File: config.mk
export PLATFORM = sky130hd
export DESIGN_NAME = hdmi_tmds_encoder
export DESIGN_NICKNAME = d
export VERILOG_FILES = /design/src/rtl/hdmi_tmds_encoder.sv
export SDC_FILE = /design/constraint.sdc
export NUM_CORES = 1
export LEC_CHECK = 0
export BUFFER_PORTS_ARGS = -buffer_cell sky130_fd_sc_hd__clkbuf_2
export CELL_PAD_IN_SITES_DETAIL_PLACEMENT = 0
export CELL_PAD_IN_SITES_GLOBAL_PLACEMENT = 2
export CORE_ASPECT_RATIO = 0.6
export CORE_MARGIN = 2
export CORE_UTILIZATION = 41
export DETAILED_ROUTE_END_ITERATION = 8
export HOLD_SLACK_MARGIN = 0.03
export PLACE_DENSITY_LB_ADDON = 0.1
export SETUP_SLACK_MARGIN = 0.3
export SYNTH_ARGS = -nofsm -noshare
export SYNTH_HDL_FRONTEND = slang
export SYNTH_SLANG_ARGS = --single-unit
File: constraint.sdc
create_clock -name pixel_clk -period 5.7 [get_ports pixel_clk]
set_clock_uncertainty 0.15 [all_clocks]
set_input_delay 0.57 -clock pixel_clk [delete_from_list [all_inputs] [get_ports pixel_clk]]
set_output_delay 0.57 -clock pixel_clk [all_outputs]
set_load 0.05 [all_outputs]
File: src/rtl/hdmi_tmds_encoder.sv
// TMDS encoder for HDMI: NUM_CH independent lanes sharing one mode (CTL, VIDEO, TERC4 data, guard).
// Three register stages: input/minimise, q_m + balance, DC-balance/output.
module hdmi_tmds_encoder #(
  parameter int unsigned NUM_CH = 3,
  parameter int unsigned DISP_W = 6
) (
  input  logic                  pixel_clk,
  input  logic                  rst,
  input  logic [1:0]            mode,
  input  logic                  gb_sel,
  input  logic [2*NUM_CH-1:0]   ctl,
  input  logic [8*NUM_CH-1:0]   pdata,
  input  logic [4*NUM_CH-1:0]   aux,
  output logic [10*NUM_CH-1:0]  tmds_data,
  output logic [1:0]            mode_out
);

  localparam logic [1:0] ModeCtl   = 2'b00;
  localparam logic [1:0] ModeVideo = 2'b01;
  localparam logic [1:0] ModeData  = 2'b10;
  localparam logic [1:0] ModeGuard = 2'b11;

  localparam logic [9:0] GbEven = 10'b1011001100;
  localparam logic [9:0] GbOdd  = 10'b0100110011;

  function automatic logic [9:0] ctl_code(input logic [1:0] c);
    logic [9:0] s;
    case (c)
      2'b00:   s = 10'b1101010100;
      2'b01:   s = 10'b0010101011;
      2'b10:   s = 10'b0101010100;
      default: s = 10'b1010101011;
    endcase
    return s;
  endfunction

  function automatic logic [9:0] terc4_code(input logic [3:0] a);
    logic [9:0] s;
    case (a)
      4'h0:    s = 10'b1010011100;
      4'h1:    s = 10'b1001100011;
      4'h2:    s = 10'b1011100100;
      4'h3:    s = 10'b1011100010;
      4'h4:    s = 10'b0101110001;
      4'h5:    s = 10'b0100011110;
      4'h6:    s = 10'b0110001110;
      4'h7:    s = 10'b0100111100;
      4'h8:    s = 10'b1011001100;
      4'h9:    s = 10'b0100111001;
      4'hA:    s = 10'b0110011100;
      4'hB:    s = 10'b1011000110;
      4'hC:    s = 10'b1010001110;
      4'hD:    s = 10'b1001110001;
      4'hE:    s = 10'b0101100011;
      default: s = 10'b1011000011;
    endcase
    return s;
  endfunction

  // Transition minimisation: XOR or XNOR chain, q[8] records which (1 = XOR).
  function automatic logic [8:0] minimise(input logic [7:0] d);
    logic [3:0] n1;
    logic       use_xnor;
    logic [8:0] q;
    n1 = '0;
    for (int i = 0; i < 8; i++) n1 = n1 + {3'b000, d[i]};
    use_xnor = (n1 > 4'd4) || ((n1 == 4'd4) && !d[0]);
    q = '0;
    q[0] = d[0];
    for (int i = 1; i < 8; i++) q[i] = use_xnor ? ~(q[i-1] ^ d[i]) : (q[i-1] ^ d[i]);
    q[8] = ~use_xnor;
    return q;
  endfunction

  // Ones minus zeros of q_m[7:0]; 5-bit wraparound gives the correct -8..+8.
  function automatic logic signed [4:0] balance(input logic [7:0] q);
    logic [4:0] n1x2;
    n1x2 = '0;
    for (int i = 0; i < 8; i++) n1x2 = n1x2 + {3'b000, q[i], 1'b0};
    return $signed(n1x2) - 5'sd8;
  endfunction

  logic [1:0] s1_mode, s2_mode;
  logic       s1_gb, s2_gb;

  always_ff @(posedge pixel_clk) begin
    if (rst) begin
      s1_mode  <= ModeCtl;
      s2_mode  <= ModeCtl;
      s1_gb    <= 1'b0;
      s2_gb    <= 1'b0;
      mode_out <= ModeCtl;
    end else begin
      s1_mode  <= mode;
      s2_mode  <= s1_mode;
      s1_gb    <= gb_sel;
      s2_gb    <= s1_gb;
      mode_out <= s2_mode;
    end
  end

  for (genvar ch = 0; ch < NUM_CH; ch++) begin : g_ch
    localparam bit IsFirst = (ch == 0);
    localparam bit IsOdd   = ((ch % 2) == 1);

    logic [8:0]               s1_qm, s2_qm;
    logic [1:0]               s1_ctl, s2_ctl;
    logic [3:0]               s1_aux, s2_aux;
    logic signed [4:0]        s2_diff;
    logic signed [DISP_W-1:0] disp_q, disp_d, diff_x, two_q8, two_nq8;
    logic [9:0]               sym_q, sym_d;
    logic                     disp_pos, disp_neg, diff_pos, diff_neg;

    always_comb begin
      diff_x   = {{(DISP_W-5){s2_diff[4]}}, s2_diff};
      two_q8   = s2_qm[8] ? DISP_W'(2) : '0;
      two_nq8  = s2_qm[8] ? '0 : DISP_W'(2);
      disp_neg = disp_q[DISP_W-1];
      disp_pos = !disp_q[DISP_W-1] && (disp_q != '0);
      diff_neg = diff_x[DISP_W-1];
      diff_pos = !diff_x[DISP_W-1] && (diff_x != '0);
      sym_d    = ctl_code(s2_ctl);
      disp_d   = '0;
      case (s2_mode)
        ModeVideo: begin
          if ((disp_q == '0) || (diff_x == '0)) begin
            sym_d  = {~s2_qm[8], s2_qm[8], s2_qm[8] ? s2_qm[7:0] : ~s2_qm[7:0]};
            disp_d = s2_qm[8] ? (disp_q + diff_x) : (disp_q - diff_x);
          end else if ((disp_pos && diff_pos) || (disp_neg && diff_neg)) begin
            sym_d  = {1'b1, s2_qm[8], ~s2_qm[7:0]};
            disp_d = disp_q + two_q8 - diff_x;
          end else begin
            sym_d  = {1'b0, s2_qm[8], s2_qm[7:0]};
            disp_d = disp_q + diff_x - two_nq8;
          end
        end
        ModeData: sym_d = terc4_code(s2_aux);
        ModeGuard: begin
          if (s2_gb) sym_d = IsFirst ? terc4_code(s2_aux) : GbOdd;
          else       sym_d = IsOdd ? GbOdd : GbEven;
        end
        default: sym_d = ctl_code(s2_ctl);
      endcase
    end

    always_ff @(posedge pixel_clk) begin
      if (rst) begin
        s1_qm   <= '0;
        s1_ctl  <= 2'b00;
        s1_aux  <= '0;
        s2_qm   <= '0;
        s2_ctl  <= 2'b00;
        s2_aux  <= '0;
        s2_diff <= '0;
        sym_q   <= ctl_code(2'b00);
        disp_q  <= '0;
      end else begin
        s1_qm   <= minimise(pdata[8*ch +: 8]);
        s1_ctl  <= ctl[2*ch +: 2];
        s1_aux  <= aux[4*ch +: 4];
        s2_qm   <= s1_qm;
        s2_ctl  <= s1_ctl;
        s2_aux  <= s1_aux;
        s2_diff <= balance(s1_qm[7:0]);
        sym_q   <= sym_d;
        disp_q  <= disp_d;
      end
    end

    assign tmds_data[10*ch +: 10] = sym_q;
  end

endmodule

== After elaboration in Yosys (flattened, before gate mapping) ==
Memory sizes are Yosys's and may differ from the RTL's. A register that Yosys moved wholly into a read port is not among the register bits.
Index checks and enable logic that the tools add are counted.
Word-level totals
  ROM bits: 640
  word-level logic and storage cells: 266
  output and inout bits: 32
  register bits after elaboration: 149
  memories: 4
  input port bits: 47
Cells by class
  muxes and demuxes: 57
  equal/unequal tests: 12
  bitwise logic cells: 52
  $add $sub $neg: 60
  reduce and logical (&&, ||, !) cells: 49
  magnitude comparators: 3
Memories
  (name not given): depth 16, width 10, rd ports 1, clocked after Yosys merged registers in 1, wr ports 0, line 39  | case (a)
  (name not given): depth 16, width 10, rd ports 1, clocked after Yosys merged registers in 1, wr ports 0, line 39
  (name not given): depth 16, width 10, rd ports 1, clocked after Yosys merged registers in 1, wr ports 0, line 39
  (name not given): depth 16, width 10, rd ports 1, clocked after Yosys merged registers in 1, wr ports 0, line 39
Operators with widths (number)
  $pmux W10 S3: 6
  $mux W10: 8
  $add A5 B2 Y5: 12
  $mux W6: 9
  $add A4 B1 Y4: 12
  $logic_not A6 Y1: 6
  $reduce_bool A6 Y1: 6
  $sub A6 B5 Y6: 6
  $not A1 Y1: 28
  $mux W8: 3
  $not A8 Y8: 3
  $mux W1: 21
  $xor A1 B1 Y1: 21
  $add A6 B3 Y6: 3
  $add A6 B5 Y6: 3
  $sub A6 B3 Y6: 3
  $mux W4: 4
  $add A4 B2 Y5: 3
  $logic_and A1 B1 Y1: 15
  $sub A5 B5 Y5 const B: 3
  $add A3 B1 Y4: 3
  $add A3 B2 Y4: 3
  $eq A4 B3 Y1 const B: 3
  $gt A4 B3 Y1 const B: 3
  other kinds (10): 46

== Longest topological paths before layout ==
Gate-level depths: netlist of the first run.
  word-level depth: 29
  mapped depth: 14
  gate-level depth less buffers: 13

== Least setup slack after synthesis of the first run ==
No wires, ideal clock.
  path type: input-to-reg
  start point: input port pdata[0]
  end point: register g_ch[0].s1_qm[5]
  data arrival time: 3588 ps
  cell stages on the path: 12
  setup slack: 1835 ps
  required time: 5422 ps
  cell sequence: inv_1 fa_1 fa_1 fa_1 inv_1 ha_1 fa_1 nor3_1 o22ai_1 xor2_1 xor2_1 nor2_1
On the way
  longest elaborated chain between the ends: 23
  elaborated cells between the ends (all ways): 27
  those cells by class: add/sub: 7; order compare: 1; eq/ne: 1; mux: 5; bitwise: 10; reduce/logical: 3
RTL lines
  from (decl): line 12  | input logic [8*NUM_CH-1:0] pdata,
  parallel branches: the longest is 22 deep, another holds $add A3 B1 Y4
  $mux W1 *: line 70  | for (int i = 1; i < 8; i++) q[i] = use_xnor ? ~(q[i-1] ^ d[i]) : (q[i-1] ^ d[i]);
  to (signal assigned): line 158  | s1_qm <= minimise(pdata[8*ch +: 8]);
  to (decl): line 106  | logic [8:0] s1_qm, s2_qm;
Mark *: on every way between the ends.
A chain may end at the register's enable or synchronous reset.

== Worst setup path after layout of the first run ==
  start point: input port pdata[8]
  end point: register g_ch[1].s1_qm[7]
On the way
  longest elaborated chain between the ends: 29
  elaborated cells between the ends (all ways): 33
  those cells by class: add/sub: 7; order compare: 1; eq/ne: 1; mux: 7; bitwise: 14; reduce/logical: 3
RTL lines (line)
  parallel branches: the longest is 28 deep, another holds $add A3 B1 Y4
  $mux W1 *: 70
  to (signal assigned): 158
  to (decl): 106
Marks and branches as above.

==> summary.md, run 1 <==
| Metric | Value |
|---|---|
| Status | `finished, final reports clean` |
| Share of layout cells above drive strength 1 | `0.113` |
| Most used cell, CP | `fa_1` |
| Io pins | `between 70 and 80` |
| Mux share of post-synthesis cell area | `0.0182` |
| Vias after detailed routing | `7404` |
| Headroom to the max-slew limit | `0.476` |
| RSZ-0062 raised after global routing | `no` |
| Gr usage total | `0.187` |
| Synth Instances | `between 1000 and 1500` |
| Port Buffers | `78` |
| Area occupied by multi-input gates | `6220 sq um` |
| Vias per cell | `4.74` |
| Syn Nets | `approximately 1400` |
| CP Cell Sequence | `clkbuf_2 -> inv_1 -> fa_1 -> fa_1 -> fa_1 -> inv_1 -> ha_1 -> fa_1 -> nor3_1 -> o22ai_1 -> xnor2_1 -> xnor2_1 -> nor2_1` |
| H-tree depth | `4` |
| Data required time at the worst endpoint | `5.87 ns` |
| Iteration-0 DRC Markers | `434` |
| Clock Path Buffers | `2` |
| Site Rows | `45` |
| Vias in the first global route | `7167` |
| MaxCap Viol Count | `0` |
| Post-layout min period | `3.76 ns` |
| Avg Inst Size Synth | `approximately 9 sq um` |
| DRT antenna net count | `0` |
| Setup ws final | `1.94 ns` |
| Layout Nets | `about 1400` |
| Final Cycle Share | `0.660` |
| Power Density | `approximately 440 nW/um^2` |
| Synth warn | `0` |
| HP Class | `in -> reg` |
| Fin area | `11800 sq um` |
| Synth Area in Adders | `0.213` |
| Final setup violation count | `0` |
| Initial Util | `0.416` |
| Clock transition at the registers of the reported paths | `0.07 ns` |
| Sink Count | `approximately 180` |
| Global-route wire length before repair | `39100 microns` |
| Post-synth ARST share | `0` |
| Largest family of logic cells by synthesized area | `adder cells` |
| Core area | `25200 sq um` |
| Crit path DAT | `approximately 3.9 ns` |
| Setup CP Type | `in -> reg` |
| CTS tree | `built` |
| Post-CTS setup buffers | `0` |
| Post-DP Area | `11200 sq um` |
| Max frequency | `266 MHz` |
| Reg area | `roughly 3600 sq um` |
| Post-Route Setup TNS | `0 ns` |
| Post-CTS resize count | `0` |
| Antenna Cells | `0` |
| Synth Flop Type | `dfxtp_1` |
| Synth unique cells | `53` |
| P&R area growth vs syn | `12.9%` |
| Hold Fails Final Rpt | `0` |
| Pre-antenna DRT Iters | `5` |
| Worst Path Buf+Inv | `3` |
| Initial antenna violation count | `0` |
| Startpoint types | `input pin` |
| Die area | `26900 sq um` |
| Leakage power | `~5.2 nW` |
| Synthesized area | `10500 sq um` |
| Yosys reg bits | `179` |
| Post-DP HPWL | `18100 microns` |
| Simple-gate portion of the synthesized area | `0.138` |
| Number of CTS-inserted buffers | `17` |
| Xor/xnor share of the synthesized area | `0.0936` |
| Worst slew pin tran | `0.785 ns` |
| Seq/Total Area, Yosys | `0.342` |
| Hold_buf cts | `0` |
| Max-slew violation count | `0` |
| Die Width | `210 microns` |
| Total congestion overflow | `0` |
| Setup Slack @ Placement | `1.46 ns` |
| Pin count of the biggest net entering global routing | `79` |
| Worst Setup End Kind | `register` |
| Skew-Pair Late Insertion Delay | `0.45 ns` |
| Final WL | `24100 microns` |
| Crit-path max FO | `5` |
| Die H | `128 microns` |
| WL per Instance | `about 15 microns` |
| Fillers | `2470` |
| Slowest stage cell, crit path | `fa_1` |
| CTS root buffer | `clkbuf_16` |
| Top delay family on crit path | `adder cells` |
| DR DRC count | `0` |
| Critical path's largest stage delay | `0.59 ns` |
| RePlAce Congestion | `0.856` |
| VDD IR max | `0.000175 V` |
| Compound-cell area share of the yosys netlist | `0.131` |
| Number of synthesized flops with an enable pin | `0` |
## worst reg2reg max path: stages, from the launching register on
cell and delay, ns:
dfxtp_1 0.60, inv_1 0.27, fa_1 0.52, inv_1 0.07
ha_1 0.17, inv_1 0.06, fa_1 0.43, nor2_1 0.12
nor2_1 0.04, nor2_1 0.09, nor2_1 0.06, xnor2_1 0.13
a221oi_1 0.29, a21boi_0 0.21
## where the power goes
group / leakage, nW / total [W] / switching (W) / internal (W)
Combinational: 3.41 / 0.00223 / 0.00125 / 0.000988
Clock: 0.324 / 0.00131 / 0.000532 / 0.000781
Sequential: 1.48 / 0.00162 / 0.000183 / 0.00144
## synth_stat cells (17+ instances only)
master | count | share of area
dfxtp_1 | 179 | 0.34
inv_1 | 136 | 0.049
nor2_1 | 114 | 0.041
ha_1 | 111 | 0.13
xnor2_1 | 74 | 0.062
nor2b_1 | 69 | 0.041
nand2_1 | 64 | 0.023
a21oi_1 | 56 | 0.027
o21ai_0 | 49 | 0.023
fa_1 | 42 | 0.080
xor2_1 | 38 | 0.032
clkbuf_1 | 33 | 0.012
a211oi_1 | 21 | 0.015
o22ai_1 | 17 | 0.010
## placed cells by master (no fill, tap or decap), types with 15 or more instances in the layout
master and instances:
nor2b_1 68, clkbuf_16 17, xor2_1 38, a211oi_1 21, inv_1 136, ha_1 111
a31oi_1 15, o21ai_0 49, nand2_1 64, nand3_1 15, clkbuf_2 77, dfxtp_1 179
a21oi_1 56, o22ai_1 17, xnor2_1 74, fa_1 42, nor2_1 114
## path summary, 6_finish.rpt
kind / cells after the start / slack [ns] / startpoint / endpoint
hold reg to reg: 1 / 0.29 / s1_gb / s2_gb
hold / removal: 2 / 0.17 / gb_sel / s1_gb
setup / recovery: 13 / 1.94 / pdata[8] / g_ch[1].s1_qm[7]
setup reg to reg: 13 / 2.44 / g_ch[0].s2_qm[8] / g_ch[0].disp_q[5]
## layer usage
layer	wire (microns)	up-vias	GRT usage
met1	14300	3388	0.308
li1	-	3890	-
met5	0	-	0
met2	8560	113	0.236
met4	174	0	0.0485
met3	1020	13	0.0399
## kinds of logic (layout without fill, tap and decap cells)
kind of cell             after synthesis  count (layout)
adder cells (fa/ha/maj)              153             153
buffers and inverters                180             254
XOR/XNOR                             112             112
multiplexers                          17              17
AO/OA/AOI/OAI                        212             212
AND/OR/NAND/NOR                      305             305
flip-flops                           179             179
## layout make-up
type	count	area share
multi-input combinational	799	0.525
sequential	179	0.303
inverter	137	0.0435
clock buffer	20	0.0395
timing repair buffer	85	0.0377
tap	329	0.0348
clock inverter	12	0.0162
## metrics by stage
stage / utilization / hold WS [ns] / power, W / std cells
floorplan: - / 0.264 / 0.00339 / 1158
global placement: 0.444 / 0.265 / 0.00389 / 1529
detailed placement: 0.444 / 0.270 / 0.00388 / 1529
CTS: 0.470 / 0.152 / 0.00522 / 1561
global route: 0.470 / 0.170 / 0.00560 / 1561
finish: 0.470 / 0.172 / 0.00517 / 1561
Power figures use the tool's default switching activity.
==> run 2: changes to the inputs <==
Settings changed: CORE_UTILIZATION 41 to 38.
Clock period 5.7 ns to 3.9 ns, I/O delays scaled along.
==> run 2 against run 1 <==
Net effect:
- total power is 44% higher
- critical path type unchanged
- worst setup slack worse by 1.4 ns
- global-route usage is 0.73 points lower
- utilization is 2.7 points lower
- clock-buffer cell count is 1 higher
- sequential cell count stayed put
- sequential share of layout area is 0.72 points lower
- sequential power is 46% higher
- cell count is 4.2% higher
- critical path depth stayed put
- clock power is 33% higher
==> summary.md, run 2 (synthesis results as in run 1) <==
| Metric | Value |
|---|---|
| Reg area | `3580 sq um` |
| Post-CTS setup buffers | `0` |
| Final Cycle Share | `0.861` |
| CP Cell Sequence | `clkbuf_2 -> inv_1 -> fa_1 -> fa_1 -> fa_1 -> inv_1 -> ha_1 -> fa_1 -> nor3_1 -> o22ai_2 -> xnor2_1 -> xnor2_1 -> nor2_1` |
| Io pins | `79` |
| Antenna Cells | `0` |
| Post-DP HPWL | `18900 microns` |
| DRT antenna net count | `0` |
| Number of CTS-inserted buffers | `17` |
| Crit-path max FO | `5` |
| Die H | `133 microns` |
| Total congestion overflow | `0` |
| Sink Count | `around 180` |
| Hold Path End | `g_ch[2].s1_qm[0]` |
| Fin area | `between 10000 and 15000 sq um` |
| Final setup violation count | `0` |
| Clock Path Buffers | `2` |
| Fillers | `2693` |
| Initial antenna violation count | `0` |
| Leakage power | `5.31 nW` |
| Worst Setup End Kind | `register` |
| Beginning of the worst hold path | `pdata[16]` |
| Vias per cell | `4.67` |
| Max frequency | `298 MHz` |
| Setup CP Type | `in -> reg` |
| Crit path DAT | `3.52 ns` |
| VDD IR max | `0.000254 V` |
| Vias in the first global route | `7451` |
| HP Class | `in -> reg` |
| RR Startpoint | `g_ch[2].disp_q[1]` |
| Status | `finished, final reports clean` |
| CP Launch Point | `pdata[16]` |
| R2r worst-path depth | `13` |
| Commonest non-fill, non-tap cell in the layout | `dfxtp_1` |
| Most used cell, CP | `fa_1` |
| Global-route wire length before repair | `slightly above 40000 microns` |
| Die Width | `roughly 220 microns` |
| P&R area growth vs syn | `15.6%` |
| Post-layout min period | `3.36 ns` |
| Reg2reg end | `g_ch[2].disp_q[5]` |
| Pin count of the biggest net entering global routing | `61` |
| MaxCap Viol Count | `0` |
| Core area | `27300 sq um` |
| Headroom to the max-slew limit | `0.468` |
| Initial Util | `0.383` |
| Top delay family on crit path | `adder cells` |
| Clock transition at the registers of the reported paths | `0.07 ns` |
| Gr usage total | `0.180` |
| Die area | `between 20000 and 30000 sq um` |
| Layout Nets | `1446` |
| Skew-Pair Late Insertion Delay | `0.45 ns` |
| Share of layout cells above drive strength 1 | `0.122` |
| CTS tree | `built` |
| Most frequent cells in the layout | `179 x dfxtp_1, 135 x inv_1, 114 x nor2_1` |
| Critical path's largest stage delay | `0.56 ns` |
| RSZ-0062 raised after global routing | `no` |
| Register-to-register setup slack | `0.98 ns` |
| Worst Path Buf+Inv | `3` |
| Slowest stage cell, crit path | `fa_1` |
| Worst slew pin tran | `0.789 ns` |
| Area occupied by multi-input gates | `6250 sq um` |
| Pre-antenna DRT Iters | `5` |
| Hold-critical path depth | `3` |
| Hold Fails Final Rpt | `0` |
| Post-Route Setup TNS | `0 ns` |
| Hold slack | `0.0949 ns` |
| RePlAce Congestion | `0.796` |
| Iteration-0 DRC Markers | `450` |
| Post-DP Area | `11300 sq um` |
| H-tree depth | `4` |
| Final WL | `24700 microns` |
| CTS root buffer | `clkbuf_16` |
| Startpoint types | `input pin` |
| Power Density | `616 nW/um^2` |
| WL per Instance | `15.2 microns` |
| Vias after detailed routing | `7586` |
| Site Rows | `47` |
| Data required time at the worst endpoint | `between 4 and 5 ns` |
| Port Buffers | `a little under 80` |
| Max-slew violation count | `0` |
| DR DRC count | `0` |
run 2: cell types whose count changed in the layout (fill, tap and decap cells not counted), sizes merged:
cell | before | now
dlygate4sd3 | 0 | 20
buf | 8 | 15
clkinv | 3 | 6
inv | 141 | 138
bufinv | 4 | 2
clkbuf | 97 | 98
clkinvlp | 1 | 2
run 2: worst max path at each step:
stage | endpoint | slack (ns) | cells after the start
after detailed placement | g_ch[2].s1_qm[7] | 0.04 | 13
final | g_ch[2].s1_qm[7] | 0.54 | 13
after CTS | g_ch[2].s1_qm[7] | 0.54 | 13
after global routing | g_ch[2].s1_qm[7] | 0.36 | 13
after floorplan | g_ch[0].s1_qm[5] | 0.29 | 12
after global placement | g_ch[0].s1_qm[5] | 0.09 | 13
run 2: layer usage:
metal	global-route usage	wire length [microns]	share of wire
met5	0	0	0
met1	0.296	14600	0.59
met2	0.223	8830	0.36
met4	0.0438	264	0.011
met3	0.0446	1030	0.042
run 2: worst min-delay path, cell delays in order:
cell and delay [ns]:
clkbuf_2 0.09, inv_1 0.07, nor2_1 0.10
run 2: area by class of cell:
| type | instances | share of cell area |
|---|---|---|
| Tap cell | 367 | 0.0379 |
| Timing Repair Buffer | 112 | 0.0587 |
| Multi-Input combinational cell | 799 | 0.516 |
| Clock buffer | 21 | 0.0388 |
| Sequential cell | 179 | 0.296 |
| Inverter | 137 | 0.0424 |
| Clock inverter | 11 | 0.0103 |
run 2: timing repair:
| action | 4_1_cts | 5_1_grt |
|---|---|---|
| gates resized for setup | 0 | 0 |
| hold buffers | 20 | 0 |
| endpoints found under the hold margin | 20 | 0 |
run 2: power by group:
part / switching [W] / leakage, nW / total [W] / internal (W)
combinational: 0.00187 / 3.54 / 0.00336 / 0.00150
clock: 0.000742 / 0.290 / 0.00174 / 0.000997
sequential: 0.000256 / 1.48 / 0.00236 / 0.00210
total: 0.00287 / 5.31 / 0.00746 / 0.00460
run 2: through the flow:
| stage | total power (W) | util | setup WS (ns) | instances |
|---|---|---|---|---|
| 3_3_place_gp | 0.00577 | 0.414 | 0.0861 | 1574 |
| 5_1_grt | 0.00810 | 0.443 | 0.356 | 1626 |
| 3_5_place_dp | 0.00575 | 0.414 | 0.0433 | 1574 |
| 6_report | 0.00746 | 0.443 | 0.543 | 1626 |
| 2_1_floorplan | 0.00498 | - | 0.286 | 1158 |
| 4_1_cts | 0.00754 | 0.443 | 0.537 | 1626 |
==> run 3: changes to the inputs <==
--- a/config.mk
+++ b/config.mk
@@ -17,2 +17,3 @@
 export SETUP_SLACK_MARGIN = 0.3
+export SKIP_CTS_REPAIR_TIMING = 1
 export SYNTH_ARGS = -nofsm -noshare
==> constraint.sdc (replaced) <==
create_clock -name pixel_clk -period 3.9 [get_ports pixel_clk]
set_clock_uncertainty 0.15 [all_clocks]
set_input_delay 0.78 -clock pixel_clk [delete_from_list [all_inputs] [get_ports pixel_clk]]
set_output_delay 0.78 -clock pixel_clk [all_outputs]
set_load 0.05 [all_outputs]
==> run 3 against run 2 <==
Net effect:
- total power up 2.5%
- cell area is 1.1% higher
- non-clock buffer count is 2 lower
- global-route usage is 0.40 points higher
- largest power group unchanged
- critical path type unchanged
- clock power up 5%
- worst setup slack worse by 0.32 ns
- maximum frequency down 8.8%
- critical path depth did not move
- cell count is 0.18% lower
- sequential power about the same
- combinational power grew 3%
==> summary.md, run 3 (synthesis results as in run 1) <==
| Metric | Value |
|---|---|
| Status | `finished, final reports clean` |
| RePlAce Congestion | `roughly 0.83` |
| Core area | `about 27000 sq um` |
| Iteration-0 DRC Markers | `450` |
| Share of layout cells above drive strength 1 | `0.152` |
| Most frequent cells in the layout | `179 x dfxtp_1, 126 x inv_1, 113 x nor2_1` |
| Post-DP Area | `between 10000 and 15000 sq um` |
| Vias per cell | `4.66` |
| Data required time at the worst endpoint | `4.06 ns` |
| Grt met1 use | `0.297` |
| Clock transition at the registers of the reported paths | `roughly 0.07 ns` |
| Vias in the first global route | `7403` |
| Setup CP Type | `in -> reg` |
| Die H | `133 microns` |
| Startpoint types | `input pin` |
| Final setup violation count | `0` |
| Skew-Pair Late Insertion Delay | `0.45 ns` |
| DR DRC count | `0` |
| Hold Fails Final Rpt | `0` |
| WL per Instance | `15.5 microns` |
| Power Density | `624 nW/um^2` |
| Crit path DAT | `3.84 ns` |
| RSZ-0062 raised after global routing | `yes` |
| Max frequency | `272 MHz` |
| Sink Count | `179` |
| Layout Nets | `approximately 1400` |
| GRT busiest layer | `met1` |
| Fin area | `12300 sq um` |
| Met2 Resource Use GR | `0.235` |
| MaxCap Viol Count | `0` |
| Gr usage total | `0.184` |
| Headroom to the max-slew limit | `0.503` |
| H-tree depth | `4` |
| Io pins | `79` |
| VDD IR max | `0.000230 V` |
| Worst Setup End Kind | `register` |
| Vias after detailed routing | `~7600` |
| Final WL | `25100 microns` |
| Met3 GRT Util | `0.0393` |
| Die area | `29000 sq um` |
| Die Width | `about 220 microns` |
| Final Cycle Share | `0.943` |
| Global-route wire length before repair | `41100 microns` |
| DRT antenna net count | `0` |
| CTS tree | `built` |
| Initial Util | `0.383` |
| Overall power | `between 0.007 and 0.008 W` |
| Max-slew violation count | `0` |
| Crit-path max FO | `3` |
| Clock Path Buffers | `2` |
| Site Rows | `47` |
| Initial antenna violation count | `0` |
| Pre-antenna DRT Iters | `5` |
| Post-DP HPWL | `18900 microns` |
| Hold slack | `0.284 ns` |
| Pin count of the biggest net entering global routing | `134` |
| HP Class | `reg -> reg` |
| Commonest non-fill, non-tap cell in the layout | `dfxtp_1` |
| Port Buffers | `78` |
| Worst slew pin tran | `0.731 ns` |
| P&R area growth vs syn | `17.0%` |
| Number of CTS-inserted buffers | `17` |
| Post-layout min period | `3.68 ns` |
| Antenna Cells | `0` |
| Total congestion overflow | `0` |
| CTS root buffer | `clkbuf_16` |
| Leakage power | `around 5.4 nW` |
run 3: cell types whose count changed in the layout (fill, tap and decap cells not counted), moves of 4 or more:
cell,before,now
dlygate4sd3_1,20,0
clkbuf_2,77,69
inv_1,135,126
xnor2_2,0,5
buf_8,0,4
xnor2_1,74,69
buf_6,0,6
buf_4,14,30
run 3: routing by layer:
metal  vias to the layer above  wire length [microns]  share of wire
met3                        23                    972          0.039
met4                         0                    344          0.014
li1                       3948                      -              -
met5                         -                      0              0
met1                      3486                  14400           0.57
met2                       108                   9400           0.37
run 3: critical path, cell delays in order:
cell and delay [ns]:
buf_8 0.08, inv_4 0.03, fa_1 0.58, fa_1 0.45, fa_1 0.53, inv_2 0.05
ha_4 0.16, fa_2 0.53, nor3_2 0.04, o22ai_2 0.27, buf_6 0.16, xor2_1 0.14
nor2_1 0.06
run 3: through the flow:
step	std cells	worst slack [ns]	setup TNS, ns	util
after floorplan	1158	-0.0897	-0.161	-
after global placement	1588	-0.336	-2.82	0.420
after detailed placement	1588	-0.359	-3.30	0.420
after CTS	1619	0.124	0	0.442
after global routing	1623	0.101	0	0.448
final	1623	0.221	0	0.448
run 3: report_power, final:
part	leakage, nW	switching (W)	total, W	internal (W)
logic	3.59	0.00190	0.00347	0.00157
registers	1.48	0.000259	0.00236	0.00210
clock network	0.289	0.000758	0.00182	0.00106
run 3: path summary, 6_finish.rpt:
kind / startpoint / to / slack [ns] / cells after the start
max: pdata[11] / g_ch[1].s1_qm[3] / 0.22 / 13
min: s1_mode[0] / s2_mode[0] / 0.28 / 1
max reg2reg: g_ch[0].s2_diff[1] / g_ch[0].disp_q[5] / 1.01 / 12
min reg2reg: s1_mode[0] / s2_mode[0] / 0.28 / 1
run 3: cell type report:
type	count	area [sq um]
clock buffer	21	470
clock inverter	10	146
fill	2742	15100
inverter	137	554
multi-input combinational	799	6320
sequential	179	3580
tap	367	459
timing repair buffer	110	718
